==> config.mk <==
export PLATFORM = sky130hd
export DESIGN_NAME = u_ifu_pc_gen_flat
export DESIGN_NICKNAME = d
export VERILOG_FILES = /design/src/rtl/u_ifu_pc_gen_pkg.sv /design/src/rtl/u_ifu_pc_gen_if.sv /design/src/rtl/u_ifu_pc_gen.sv /design/src/flat_wrapper.sv
export SDC_FILE = /design/constraint.sdc
export NUM_CORES = 1
export LEC_CHECK = 0
export ABC_CLOCK_PERIOD_IN_PS = 5900
export CAP_MARGIN = 30
export CORE_MARGIN = 3
export CORE_UTILIZATION = 48
export DETAILED_ROUTE_END_ITERATION = 8
export HOLD_SLACK_MARGIN = 0.06
export PLACE_DENSITY = 0.87
export SLEW_MARGIN = 20
export SYNTH_ARGS = -nofsm -noshare
export SYNTH_HDL_FRONTEND = slang
export SYNTH_SLANG_ARGS = --single-unit
==> constraint.sdc <==
create_clock -name clk -period 5.9 [get_ports clk]
set_clock_uncertainty 0.05 [all_clocks]
set_input_delay 1.18 -clock clk [delete_from_list [all_inputs] [get_ports clk]]
set_output_delay 1.18 -clock clk [all_outputs]
set_load 0.02 [all_outputs]
==> src/rtl/u_ifu_pc_gen_pkg.sv <==
// rtl/u_ifu_pc_gen_pkg.sv - core defines and state type for the fetch PC generator
package u_ifu_pc_gen_pkg;

    localparam int PC_WIDTH         = 32;
    localparam int EXCEPTION_NUM    = 2;
    localparam int EXC_MISALIGN_BIT = 1;
    localparam int PC_STEP          = 4;

    typedef enum logic [1:0] {
        IDLE = 2'd0,
        RUN  = 2'd1,
        KILL = 2'd2,
        HALT = 2'd3
    } pc_state_e;

    // A fetch address is misaligned when either of its two low bits is set
    function automatic logic is_misaligned(input logic [1:0] addr_lsb);
        return addr_lsb != 2'b00;
    endfunction

endpackage

==> src/rtl/u_ifu_pc_gen_if.sv <==
// rtl/u_ifu_pc_gen_if.sv - start/BRU/stall inputs and fetch outputs of the PC generator
interface u_ifu_pc_gen_if #(
    parameter int PC_WIDTH      = u_ifu_pc_gen_pkg::PC_WIDTH,
    parameter int EXCEPTION_NUM = u_ifu_pc_gen_pkg::EXCEPTION_NUM
);
    logic                     start_pulse;
    logic [PC_WIDTH-1:0]      start_pc;
    logic [EXCEPTION_NUM-1:0] core_configuration;
    logic                     bru_flush;
    logic [PC_WIDTH-1:0]      bru_redir_pc;
    logic                     id_stall;
    logic [PC_WIDTH-1:0]      pc_out;
    logic                     pc_vld;
    logic                     ifu_kill;
    logic                     exc_misalign;
    logic                     core_busy;

    // Core control side: issues start, redirects and stalls, observes fetch outputs
    modport master (
        output start_pulse, start_pc, core_configuration,
        output bru_flush, bru_redir_pc, id_stall,
        input  pc_out, pc_vld, ifu_kill, exc_misalign, core_busy
    );

    // PC generator side
    modport slave (
        input  start_pulse, start_pc, core_configuration,
        input  bru_flush, bru_redir_pc, id_stall,
        output pc_out, pc_vld, ifu_kill, exc_misalign, core_busy
    );
endinterface

==> src/rtl/u_ifu_pc_gen.sv <==
// rtl/u_ifu_pc_gen.sv - fetch-stage PC generator with BRU redirect, kill bubble and misalign trap
module u_ifu_pc_gen #(
    parameter int PC_WIDTH      = u_ifu_pc_gen_pkg::PC_WIDTH,
    parameter int EXCEPTION_NUM = u_ifu_pc_gen_pkg::EXCEPTION_NUM,
    parameter int PC_STEP       = u_ifu_pc_gen_pkg::PC_STEP
) (
    input  logic           clk,
    input  logic           rst_n,
    u_ifu_pc_gen_if.slave  bus
);
    import u_ifu_pc_gen_pkg::*;

    pc_state_e                state_q, state_d;
    logic [PC_WIDTH-1:0]      pc_q, pc_d;
    logic [EXCEPTION_NUM-1:0] cfg_q, cfg_d;
    logic                     pc_vld_q, pc_vld_d;
    logic                     ifu_kill_q, ifu_kill_d;
    logic                     exc_misalign_q, exc_misalign_d;
    logic                     core_busy_q, core_busy_d;

    // Only the misalign enable is acted on; the other enables are held for future traps
    logic unused_cfg;
    assign unused_cfg = ^cfg_q;

    // Next-state, next-PC and registered-output decode
    always_comb begin
        state_d        = state_q;
        pc_d           = pc_q;
        cfg_d          = cfg_q;
        pc_vld_d       = 1'b0;
        ifu_kill_d     = 1'b0;
        exc_misalign_d = 1'b0;
        case (state_q)
            IDLE: begin
                if (bus.start_pulse) begin
                    pc_d  = bus.start_pc;
                    cfg_d = bus.core_configuration;
                    if (is_misaligned(bus.start_pc[1:0]) &&
                        bus.core_configuration[EXC_MISALIGN_BIT]) begin
                        state_d        = HALT;
                        exc_misalign_d = 1'b1;
                    end else begin
                        state_d  = RUN;
                        pc_vld_d = 1'b1;
                    end
                end
            end
            RUN: begin
                if (bus.bru_flush) begin
                    if (is_misaligned(bus.bru_redir_pc[1:0]) && cfg_q[EXC_MISALIGN_BIT]) begin
                        state_d        = HALT;
                        exc_misalign_d = 1'b1;
                    end else begin
                        // Redirect overrides a concurrent stall; the bubble kills the BRU's younger fetch
                        pc_d       = bus.bru_redir_pc;
                        state_d    = KILL;
                        ifu_kill_d = 1'b1;
                    end
                end else if (bus.id_stall) begin
                    pc_vld_d = 1'b1;
                end else begin
                    pc_d     = pc_q + PC_WIDTH'(PC_STEP);
                    pc_vld_d = 1'b1;
                end
            end
            KILL: begin
                // Any flush here belongs to the instruction being killed, so it is dropped
                state_d  = RUN;
                pc_vld_d = 1'b1;
            end
            HALT: begin
                state_d = HALT;
            end
            default: begin
                state_d = IDLE;
            end
        endcase
        core_busy_d = (state_d == RUN) || (state_d == KILL);
    end

    // State and output registers with synchronous active-low reset
    always_ff @(posedge clk) begin
        if (!rst_n) begin
            state_q        <= IDLE;
            pc_q           <= '0;
            cfg_q          <= '0;
            pc_vld_q       <= 1'b0;
            ifu_kill_q     <= 1'b0;
            exc_misalign_q <= 1'b0;
            core_busy_q    <= 1'b0;
        end else begin
            state_q        <= state_d;
            pc_q           <= pc_d;
            cfg_q          <= cfg_d;
            pc_vld_q       <= pc_vld_d;
            ifu_kill_q     <= ifu_kill_d;
            exc_misalign_q <= exc_misalign_d;
            core_busy_q    <= core_busy_d;
        end
    end

    assign bus.pc_out       = pc_q;
    assign bus.pc_vld       = pc_vld_q;
    assign bus.ifu_kill     = ifu_kill_q;
    assign bus.exc_misalign = exc_misalign_q;
    assign bus.core_busy    = core_busy_q;

endmodule

==> src/flat_wrapper.sv <==
// flat-port wrapper written by rule: the top's interface ports become plain ports
module u_ifu_pc_gen_flat import u_ifu_pc_gen_pkg::*;
#(
    parameter int PC_WIDTH      = u_ifu_pc_gen_pkg::PC_WIDTH,
    parameter int EXCEPTION_NUM = u_ifu_pc_gen_pkg::EXCEPTION_NUM,
    parameter int PC_STEP       = u_ifu_pc_gen_pkg::PC_STEP
)
  (clk, rst_n, bus_start_pulse, bus_start_pc, bus_core_configuration, bus_bru_flush, bus_bru_redir_pc, bus_id_stall, bus_pc_out, bus_pc_vld, bus_ifu_kill, bus_exc_misalign, bus_core_busy);
  u_ifu_pc_gen_if #(.PC_WIDTH(PC_WIDTH), .EXCEPTION_NUM(EXCEPTION_NUM)) bus_i ();
  input  logic clk;
  input  logic rst_n;
  input wire logic [$bits(bus_i.start_pulse)-1:0] bus_start_pulse;
  input wire logic [$bits(bus_i.start_pc)-1:0] bus_start_pc;
  input wire logic [$bits(bus_i.core_configuration)-1:0] bus_core_configuration;
  input wire logic [$bits(bus_i.bru_flush)-1:0] bus_bru_flush;
  input wire logic [$bits(bus_i.bru_redir_pc)-1:0] bus_bru_redir_pc;
  input wire logic [$bits(bus_i.id_stall)-1:0] bus_id_stall;
  output wire logic [$bits(bus_i.pc_out)-1:0] bus_pc_out;
  output wire logic [$bits(bus_i.pc_vld)-1:0] bus_pc_vld;
  output wire logic [$bits(bus_i.ifu_kill)-1:0] bus_ifu_kill;
  output wire logic [$bits(bus_i.exc_misalign)-1:0] bus_exc_misalign;
  output wire logic [$bits(bus_i.core_busy)-1:0] bus_core_busy;
  assign bus_i.start_pulse = bus_start_pulse;
  assign bus_i.start_pc = bus_start_pc;
  assign bus_i.core_configuration = bus_core_configuration;
  assign bus_i.bru_flush = bus_bru_flush;
  assign bus_i.bru_redir_pc = bus_bru_redir_pc;
  assign bus_i.id_stall = bus_id_stall;
  assign bus_pc_out = bus_i.pc_out;
  assign bus_pc_vld = bus_i.pc_vld;
  assign bus_ifu_kill = bus_i.ifu_kill;
  assign bus_exc_misalign = bus_i.exc_misalign;
  assign bus_core_busy = bus_i.core_busy;
  u_ifu_pc_gen #(.PC_WIDTH(PC_WIDTH), .EXCEPTION_NUM(EXCEPTION_NUM), .PC_STEP(PC_STEP)) u_core (.clk(clk), .rst_n(rst_n), .bus(bus_i));
endmodule
# Yosys cells after proc, flatten, opt, wreduce, memory -nomap -nowiden
# Cells that the tools add are included.
# Widths: inputs -> output; s select.
[classes] n_mux=20 reduce_logical=10 eq_ne=8 addsub=1
[op_table] cell="$mux 32" n=4
[op_table] cell="$pmux 32 s2" n=1
[op_table] cell="$add 32x3->32 const B" n=1
[op_table] cell="$mux 1" n=9
[op_table] cell="$pmux 2 s4" n=1
[op_table] cell="$eq 2x2->1 const B" n=3
[op_table] cell="$mux 2" n=3
[op_table] cell="$ne 3x3->1 const B" n=2
[op_table] cell="$reduce_bool 2->1" n=3
[op_table] cell="$eq 2x1->1 const B" n=2
[op_table] cell="$reduce_and 4->1" n=1
[op_table] cell="$pmux 1 s3" n=1
[op_table] cell="$reduce_and 3->1" n=1
[op_table] cell="$logic_and 1x1->1" n=2
[op_table] cell="$logic_not 2->1" n=1
[op_table] cell="$ne 2x2->1 const B" n=1
[op_table] cell="$pmux 1 s2" n=1
[op_table] cell="$reduce_and 2->1" n=1
[op_table] cell="$logic_or 1x1->1" n=1
[word_totals] wordCells=46 register_bits=40 input_bits=71

# Depth between registers and ports, before layout
[depth] depth_word=7 ltp_mapped=8 mapped_depth_nobuf=6

# Worst setup path after synthesis
# Ideal clock, no wire load.
[synth_path] path_kind="input-to-reg" start="input bus_bru_redir_pc[0]" end="register u_core.pc_q[17], in the netlist u_core.bus.pc_out[17]" setup_slack_ps=3245 cell_stages=6 arrival_ps=2479 setup_ps=126 required_time_ps=5724 path_cell_list="o211a_1 o32a_2 clkbuf_1 clkbuf_1 o211ai_1 o21ai_0"
[synth_via] elab_chain_len=4
[synth_lines] item="start, declared" line="flat_wrapper.sv:16" source="input wire logic [$bits(bus_i.bru_redir_pc)-1:0] bus_bru_redir_pc;"
[synth_lines] item="$reduce_bool 2->1" line="u_ifu_pc_gen_pkg.sv:18" source="return addr_lsb != 2'b00;"
[synth_lines] item="$logic_and 1x1->1" line="u_ifu_pc_gen.sv:50" source="if (is_misaligned(bus.bru_redir_pc[1:0]) && cfg_q[EXC_MISALIGN_BIT]) begin"
[synth_lines] item="$ne 3x3->1 (no line)"
[synth_lines] item="$reduce_and 4->1 (no line)"
[synth_lines] item="end signal, assigned" line="u_ifu_pc_gen.sv:93" source="pc_q <= pc_d;"
[synth_lines] item="end, declared" line="u_ifu_pc_gen.sv:14" source="logic [PC_WIDTH-1:0] pc_q, pc_d;"
# Every way passes these cells.
# A chain may end at the register's enable or synchronous reset.

# Final worst setup path
[layout_path] start="input bus_bru_redir_pc[0]" end="register u_core.pc_q[25], in the netlist u_core.bus.pc_out[25]"
# The elaborated chain is that of the path after synthesis.

==> flow_metrics.env <==
export IMPL_synth_top_area_cell="dfxtp_1"
export IMPL_synth_top_family_by_area="compound AO/OA/AOI/OAI gates"
export IMPL_postCtsSetupRepairBufs=0
export IMPL_post_synth_top_count_cell="a21oi_1"
export IMPL_grt_pass1_vias=3199
export IMPL_netlist_area_um2=2755
export IMPL_io_buffers=105
export IMPL_grt_pass1_wl_um=15030
export IMPL_wl_um=9329
export IMPL_path_clk_slew_ns=0.08
export IMPL_async_flop_share_pct=0
export IMPL_fin_hold_ws_ns=0.4609
export IMPL_cp_cell_sequence="clkdlybuf4s50_1 > o211a_1 > o32a_2 > or4_1 > mux2i_1 > a311o_1"
export IMPL_post_cts_resized=0
export IMPL_synth_edff_count=0
export IMPL_firstDrtPassIters=5
export IMPL_grt_max_degree=37
export IMPL_n_antenna_cell=0
export IMPL_clock_sinks=39
export IMPL_crit_type="primary input to register"
export IMPL_p_sw_share_pct=36.78
export IMPL_synth_xor_area_share_pct=1.589
export IMPL_path_buf_inv=1
export IMPL_fp_dieH_um=81.76
export IMPL_hold_viol_final=0
export IMPL_pwr_share_clk_pct=22.3
export IMPL_cts_buffer_depth=2
export IMPL_critPathSlowestCell="o32a_2"
export IMPL_fmax_mhz=310.7
export IMPL_avgRoutedWirePerCell_um=17.15
export IMPL_min_period_over_period_pct=54.56
export IMPL_synth_seq_cells=39
export IMPL_multi_input_area_um2=1814
export IMPL_io_pins=107
export IMPL_syn_avg_cell_area_um2=7.194
export IMPL_stdcell_area_um2=3887
export IMPL_rrSetupSlack_ns=3.19
export IMPL_wl_met1_um=3879
export IMPL_ys_flop_type="dfxtp_1"
export IMPL_worstMarginPinSlew_ns=0.7139
export IMPL_place_area_um2=3796
export IMPL_initial_core_util_pct=51.64
export IMPL_slew_violations=0
export IMPL_cap_violations=0
export IMPL_clk_latency_ns=0.30
export IMPL_top_layer="met4"
export IMPL_synth_net_count=455
export IMPL_antenna_found_initial=0
export IMPL_clock_root_buffer="clkbuf_8"
export IMPL_grt_overflow=0
export IMPL_met2WireLength_um=4426
export IMPL_power_switching_w=0.0003036
export IMPL_cell_internal_pwr_w=0.0005220
export IMPL_ys_seq_area_share_pct=28.34
export IMPL_die_w_um=81.76
export IMPL_fin_nets=545
export IMPL_ys_types=64
export IMPL_p_leak_nw=1.402
export IMPL_synth_compound_area_share_pct=30.61
export IMPL_place_gp_congestion=0.8991
export IMPL_finalPower_w=0.0008256
export IMPL_start_kind="primary input"
export IMPL_netlist_instances=383
export IMPL_cts_buffers=5
export IMPL_die_area_um2=6685
export IMPL_num_vias=3398
export IMPL_end_kind="register"
export IMPL_crit_arrival_ns=3.41
export IMPL_synth_yosys_warnings=0
export IMPL_tns_ns=0
export IMPL_crit_family="compound AO/OA/AOI/OAI gates"
export IMPL_routed_via_density=6.246
export IMPL_ant_nets=0
export IMPL_cp_max_fo=33
export IMPL_ctsHoldBuffers=0
export IMPL_combPwrFrac_pct=36.6
export IMPL_dpl_hpwl_um=6440
export IMPL_grt_total_usage_pct=28.48
export IMPL_max_slew_margin_pct=52.26
export IMPL_yosys_area_share_simple_pct=29.97
export IMPL_synthTopCellsByArea="dfxtp_1, a21oi_1, o21ai_0, nand2_1, nand3_1"
export IMPL_rsz0062_at_grt="false"
export IMPL_power_density_nw_per_um2=212.4
export IMPL_p_seq_share_pct=41.1
export IMPL_htreeDepth=2
export IMPL_dp_cells=535
export IMPL_fillCellCount=440
export IMPL_drive_gt1_share_pct=6.751
export IMPL_status="finished clean"
export IMPL_cp_data_required_time_ns=6.09
export IMPL_coreArea_um2=5335
export IMPL_slowest_delay_ns=0.64
export IMPL_setup_viol=0
export IMPL_synthAdderAreaFrac_pct=0.4541
export IMPL_layout_min_cycle_time_ns=3.219
export IMPL_drcViolationCount=0
export IMPL_muxShareOfSynthArea_pct=2.543
export IMPL_synthTopCellsByCount="a21oi_1, nand2_1, dfxtp_1, o21ai_0, nor2_1"
export IMPL_rows=26
export IMPL_register_area_um2=780.7
export IMPL_hp_class="register to register"
export IMPL_finalNonFillerCells=544
export IMPL_cts_tree="yes"
export IMPL_first_iter_violations=272
export IMPL_wl_met3_um=839
export IMPL_ir_drop_v=0.0001111
export IMPL_synth_top_area_share_pct=28.34
export IMPL_area_delta_synth_final_pct=41.10
placed cells by master, fill, tap and decap left out, drive strengths merged, types with 2 or more instances in the layout:
master and count:
clkdlybuf4s50 104, a21oi 51, nand2 42, dfxtp 39
o21ai 37, nor2 35, nand3 29, a31oi 12
nand4 9, and3 8, buf 8, nor3 7
mux2i 7, a211oi 6, nand2b 6, or4 5
clkbuf 5, inv 4, a21o 4, clkinv 4
and2 4, xor2 3, o211ai 3, nor4 3
nor3b 3, o211a 2, o21a 2, o31a 2
o22ai 2, xnor2 2, o32ai 2, and4 2
a31o 2
path summary, 6_finish.rpt:
kind                                                        start  cells after the start                                 end
worst max-delay path                          bus_bru_redir_pc[0]                      6  u_core.bus.pc_out[25]$_SDFFE_PN0P_
worst min-delay path            u_core.bus.pc_out[1]$_SDFFE_PN0P_                      2   u_core.bus.pc_out[1]$_SDFFE_PN0P_
worst max register to register       u_core.state_q[1]$_SDFF_PN0_                      6  u_core.bus.pc_out[25]$_SDFFE_PN0P_
worst min register to register  u_core.bus.pc_out[1]$_SDFFE_PN0P_                      2   u_core.bus.pc_out[1]$_SDFFE_PN0P_
cell type report:
| type | instances | area share (%) |
|---|---|---|
| Inverter | 5 | 0.4828 |
| Clock buffer | 5 | 1.770 |
| Clock inverter | 3 | 0.3862 |
| Multi-Input combinational cell | 310 | 46.67 |
| Sequential cell | 39 | 20.08 |
| Timing Repair Buffer | 112 | 28.36 |
| Tap cell | 70 | 2.253 |
tightest hold or removal path, cell delays in order, from the launching register on:
cell and delay, ns:
dfxtp_1 0.31, nor2_1 0.10, a211oi_1 0.05
kinds of logic after synthesis:
family / after synthesis
DFF: 39
adders and majority gates: 1
muxes: 7
AOI/OAI and AO/OA: 138
xor gates and xnor gates: 5
and+or+nand+nor: 159
buffers and inverters: 34
through the flow:
step / utilization, % / setup WS (ns)
after floorplan: - / 3.245
after global placement: 70.94 / 2.138
after detailed placement: 71.15 / 2.392
after CTS: 72.73 / 2.700
after global routing: 72.87 / 2.603
final: 72.87 / 2.681
flip-flops by register name, summed over array words and instances (netlist names):
signal                   count
u_core.bus.core_busy         1
u_core.bus.exc_misalign      1
u_core.bus.ifu_kill          1
u_core.bus.pc_out           32
u_core.bus.pc_vld            1
u_core.cfg_q                 1
u_core.state_q               2
power by group through the flow:
stage          Sequential [W]  Clock (W)  Combinational (W)
5_1_grt              0.000343   0.000193           0.000329
6_report             0.000339   0.000184           0.000302
2_1_floorplan        0.000365          0           0.000137
3_5_place_dp         0.000343          0           0.000299
3_3_place_gp         0.000341          0           0.000290
4_1_cts              0.000337   0.000182           0.000301
layer usage:
layer,global-route usage [%],vias up
li1,-,1601
met2,47.01,186
met3,6.908,23
met4,10.13,0
met5,0,-
met1,35.99,1588
No activity file was read; power rests on OpenSTA's default activity.
